`src/rtl/codec_spi_master.sv`:
```
// Write-only SPI master (mode 0) for the audio codec control port.
// Sends one WIDTH-bit word MSB first per TRG/RDY handshake, with CS setup, hold and gap framing.
module codec_spi_master #(
  parameter int unsigned WIDTH    = 16,
  parameter int unsigned CLKDIV   = 4,
  parameter int unsigned CS_SETUP = 2,
  parameter int unsigned CS_HOLD  = 2
) (
  input  logic             CLK,
  input  logic             RESET,
  input  logic [WIDTH-1:0] DATA,
  input  logic             TRG,
  output logic             RDY,
  output logic             MOSI,
  output logic             SCK,
  output logic             CS
);

  localparam int unsigned MAX_SH  = (CS_SETUP > CS_HOLD) ? CS_SETUP : CS_HOLD;
  localparam int unsigned MAX_CNT = (CLKDIV > MAX_SH) ? CLKDIV : MAX_SH;
  localparam int unsigned CNT_W   = $clog2(MAX_CNT + 1);
  localparam int unsigned BIT_W   = $clog2(WIDTH + 1);

  localparam logic [CNT_W-1:0] DIV_LAST   = CNT_W'(CLKDIV - 1);
  localparam logic [CNT_W-1:0] SETUP_LAST = CNT_W'(CS_SETUP - 1);
  localparam logic [CNT_W-1:0] HOLD_LAST  = CNT_W'(CS_HOLD - 1);
  localparam logic [BIT_W-1:0] BIT_LAST   = BIT_W'(WIDTH - 1);

  typedef enum logic [2:0] {
    IDLE,
    SETUP,
    SHIFT,
    HOLD,
    GAP
  } state_t;

  state_t             state, state_d;
  logic [CNT_W-1:0]   cnt, cnt_d;
  logic [BIT_W-1:0]   bit_cnt, bit_cnt_d;
  logic [WIDTH-1:0]   shift, shift_d;
  logic               sck_q, sck_d;
  logic               cs_q, cs_d;
  logic               rdy_q, rdy_d;

  // MOSI is the shift register MSB; the register is cleared whenever CS is high.
  assign MOSI = shift[WIDTH-1];
  assign SCK  = sck_q;
  assign CS   = cs_q;
  assign RDY  = rdy_q;

  always_ff @(posedge CLK) begin
    if (RESET) begin
      state   <= IDLE;
      cnt     <= '0;
      bit_cnt <= '0;
      shift   <= '0;
      sck_q   <= 1'b0;
      cs_q    <= 1'b1;
      rdy_q   <= 1'b0;
    end else begin
      state   <= state_d;
      cnt     <= cnt_d;
      bit_cnt <= bit_cnt_d;
      shift   <= shift_d;
      sck_q   <= sck_d;
      cs_q    <= cs_d;
      rdy_q   <= rdy_d;
    end
  end

  // Next-state and next-output logic; outputs are registered from the *_d values.
  always_comb begin
    state_d   = state;
    cnt_d     = cnt;
    bit_cnt_d = bit_cnt;
    shift_d   = shift;
    sck_d     = sck_q;
    cs_d      = cs_q;
    rdy_d     = rdy_q;

    unique case (state)
      IDLE: begin
        rdy_d = 1'b1;
        cs_d  = 1'b1;
        sck_d = 1'b0;
        // Accept gated by the registered RDY so the first cycle after reset cannot accept.
        if (TRG && rdy_q) begin
          shift_d = DATA;
          cnt_d   = '0;
          rdy_d   = 1'b0;
          cs_d    = 1'b0;
          state_d = SETUP;
        end
      end

      SETUP: begin
        if (cnt == SETUP_LAST) begin
          cnt_d     = '0;
          bit_cnt_d = '0;
          state_d   = SHIFT;
        end else begin
          cnt_d = cnt + CNT_W'(1);
        end
      end

      SHIFT: begin
        if (cnt == DIV_LAST) begin
          cnt_d = '0;
          if (!sck_q) begin
            sck_d = 1'b1;
          end else begin
            sck_d = 1'b0;
            if (bit_cnt == BIT_LAST) begin
              state_d = HOLD;
            end else begin
              bit_cnt_d = bit_cnt + BIT_W'(1);
              shift_d   = {shift[WIDTH-2:0], 1'b0};
            end
          end
        end else begin
          cnt_d = cnt + CNT_W'(1);
        end
      end

      HOLD: begin
        if (cnt == HOLD_LAST) begin
          cnt_d   = '0;
          cs_d    = 1'b1;
          shift_d = '0;
          state_d = GAP;
        end else begin
          cnt_d = cnt + CNT_W'(1);
        end
      end

      GAP: begin
        if (cnt == DIV_LAST) begin
          cnt_d   = '0;
          rdy_d   = 1'b1;
          state_d = IDLE;
        end else begin
          cnt_d = cnt + CNT_W'(1);
        end
      end

      default: begin
        state_d = IDLE;
      end
    endcase
  end

endmodule

```
`config.mk`:
```
export PLATFORM = sky130hd
export DESIGN_NAME = codec_spi_master
export DESIGN_NICKNAME = d
export VERILOG_FILES = /design/src/rtl/codec_spi_master.sv
export SDC_FILE = /design/constraint.sdc
export NUM_CORES = 1
export LEC_CHECK = 0
export CAP_MARGIN = 5
export CORE_MARGIN = 4
export CORE_UTILIZATION = 54
export CTS_CLUSTER_DIAMETER = 120
export CTS_CLUSTER_SIZE = 28
export DETAILED_ROUTE_END_ITERATION = 10
export GPL_TIMING_DRIVEN = 1
export PLACE_DENSITY = 0.88
export SETUP_SLACK_MARGIN = 0.1
export SLEW_MARGIN = 40
export SYNTH_ARGS = -nofsm -noshare
export SYNTH_HDL_FRONTEND = slang
export SYNTH_SLANG_ARGS = --single-unit
```
`constraint.sdc`:
```
create_clock -name CLK -period 2.6 [get_ports CLK]
set_input_delay 0.52 -clock CLK [delete_from_list [all_inputs] [get_ports CLK]]
set_output_delay 0.52 -clock CLK [all_outputs]
set_load 0.05 [all_outputs]
```
==> reports/metrics.csv <==
metric,value,unit
ir_drop,0.000368,V
ys_seq_elements,30,
finalHoldViolations,0,
antenna_found_initial,0,
power_density,564,mW/mm^2
ff2ff_path_depth,8,
final_common_cell,o21ai_0,
grt_usage,18.5,%
relSlewSlack,56.3,%
antenna_cells,0,
drt_iter0_drc,68,
min_path_type,flop to flop,
yosysWarnings,0,
drive_above_1_share,8.89,%
htreeDepth,2,
fin_setup_tns,0,ps
mostFrequentLayoutCells,"o21ai_0, dfxtp_1, a21oi_1",
synthCells,206,
synth_top_area_share,35.7,%
drv_cap,0,
startpoint,SCK,
fmax,476,MHz
ant_nets,0,
clockBufferDepth,2,
finClkSkew,5.75,ps
numCtsBuffers,5,
insertion_delay,330,ps
leakage,0.000699,uW
initial_core_util,58.9,%
wl_per_cell,13.8,um
clkPwrFrac,31.7,%
grt_max_degree,27,
cp_slowest_cell,clkdlybuf4s50_1,
worstHoldEndpoint,bit_cnt[4],
worstMarginPinSlew,655,ps
gp_congestion,0.785,
numClockSinks,30,
final-setup-viol-count,0,
reg2reg_setup_slack,510,ps
p_sw_share,28.9,%
internal_power,784,uW
routed-via-count,1526,
io_buffers,22,
rsz0062_at_grt,false,
grt_pass1_wl,6.12,mm
fp.dieH,63.8,um
die_area,0.00407,mm^2
yosys.area.top_type,dfxtp_1,
regArea,601,um^2
synthesis.nets,231,
synth.area.top_cells,"dfxtp_1, o21ai_0, a21oi_1",
coreArea,0.00285,mm^2
arrival,1580,ps
ys_seq_area_share,35.7,%
p_switching,318,uW
cts_tree,done,
dieWidth,63.8,um
rows,19,
cp-end-kind,output port,
start_kind,flop,
period_share,80.9,%
dpl-instance-area,0.00188,mm^2
vias_per_cell,5.96,
critical_path.cell_chain,clkdlybuf4s50_1,
hold_start,bit_cnt[4],
hpwl,2.43,mm
holdBufCountCts,0,
first_pass_iters,4,
io_pins,23,
syn_area,0.00168,mm^2
drc,0,
cp_top_family,buffers and inverters,
clk_transition_reported_paths,100,ps
n_fill_cell,246,
fin_nets,249,
layout_min_cycle_time,2100,ps
r2r-end,shift[11],
slew_violations,0,
p_seq_share,47.8,%
syn_avg_cell_area,8.16,um^2
hold_depth,2,
path_buf_inv,1,
critical_path_class,flop to output port,
multi_input_area,901,um^2
cp_data_required_time,2080,ps
first_global_vias,1385,
grt-ovfl-total,0,
run_status,completed,
cp_slowest_stage_delay,840,ps
synth_cell_types,39,
crit_fanout,5,
combinationalPowerShare,20.5,%
cts_root_buf,clkbuf_4,
area_growth,16.4,%
r2r-start,bit_cnt[0],
wl,3.53,mm
fin_area,0.00196,mm^2
## logic make-up after synthesis
group / after synthesis / synth area share (%)
buf+inv: 37 / 10.7
flops: 30 / 35.7
mux: 2 / 1.27
compound gates: 84 / 30.3
fa+ha+maj: 6 / 4.47
xor+xnor: 2 / 1.04
simple gates: 45 / 16.5
## state kept, by name, indices dropped and copies added (netlist names)
| register | count |
|---|---|
| CS | 1 |
| RDY | 1 |
| SCK | 1 |
| bit_cnt | 5 |
| cnt | 3 |
| shift | 16 |
| state | 3 |
## Yosys cell counts
library cell and instances:
nor4_1 1, mux2i_1 1, dfxtp_1 30, a221oi_4 1, nor2_1 9, buf_6 5
a311oi_1 2, a2bb2oi_1 1, o32ai_1 2, xnor2_1 2, a21oi_1 25, nand4b_1 1
nor2b_1 3, a22oi_1 1, nor3b_1 1, inv_1 21, nor3_1 3, a41oi_1 1
nor4_4 1, buf_2 3, nand2_1 7, nand3b_1 2, nand3_1 6, mux2_2 1
or4_1 1, ha_1 6, and2_1 1, nor2b_2 1, a211oi_1 15, clkbuf_1 8
o21ai_1 1, and3_1 1, o21ai_0 32, nand2b_1 5, o22ai_1 1, a31oi_1 1
nand2b_4 1, o31ai_1 1, nand3b_4 1
## metrics by stage
| stage | total power (uW) | hold slack, ps | setup WS, ps | utilization (%) | cells |
|---|---|---|---|---|---|
| 3_3_place_gp | 755 | 456 | 386 | 65.7 | 248 |
| 5_1_grt | 1160 | 491 | 321 | 68.6 | 256 |
| 2_1_floorplan | 702 | 437 | 517 | - | 206 |
| 4_1_cts | 1110 | 480 | 312 | 68.5 | 256 |
| 3_5_place_dp | 760 | 467 | 327 | 65.7 | 248 |
| 6_report | 1100 | 481 | 497 | 68.6 | 256 |
## power by group through the flow
stage          Clock, uW  Combinational, uW  Sequential [uW]
2_1_floorplan          0                158              544
3_3_place_gp           0                219              536
3_5_place_dp           0                224              536
4_1_cts              355                226              526
5_1_grt              375                250              532
6_report             350                226              527
## routing by layer
layer / track usage [%] / vias up / part of all wire (%)
li1: - / 771 / -
met2: 30.7 / 41 / 47
met1: 23.3 / 706 / 46
met5: 0 / - / 0
met4: 8.09 / 0 / 1.8
met3: 3.68 / 8 / 5.0
## timing repair
item | CTS | global route
setup buffers | 0 | 0
setup endpoints to repair | 0 | 1
gates resized for setup | 0 | 1
## worst register-to-register path, cell delays in order (launching register included)
cell	delay (ps)
dfxtp_1	350
ha_1	230
and3_1	180
ha_1	240
nand2b_1	200
a221oi_4	260
buf_4	250
a21oi_1	90
a211oi_1	210
## worst max-delay path by stage
stage	endpoint	slack (ps)	cells after the start
after floorplan	shift[10]	520	9
after global placement	shift[6]	390	7
after detailed placement	shift[11]	330	7
after CTS	shift[15]	310	7
after global routing	shift[14]	320	8
final	SCK	500	1
## cell type report
type	instances	share of cell area, %
flip-flops and latches	30	30.7
inverters	21	4.03
repair buffers	27	13.2
clock buffers	8	4.03
multi-input cells	139	46.1
well taps	31	1.98
No activity file was read; power rests on OpenSTA's default activity.
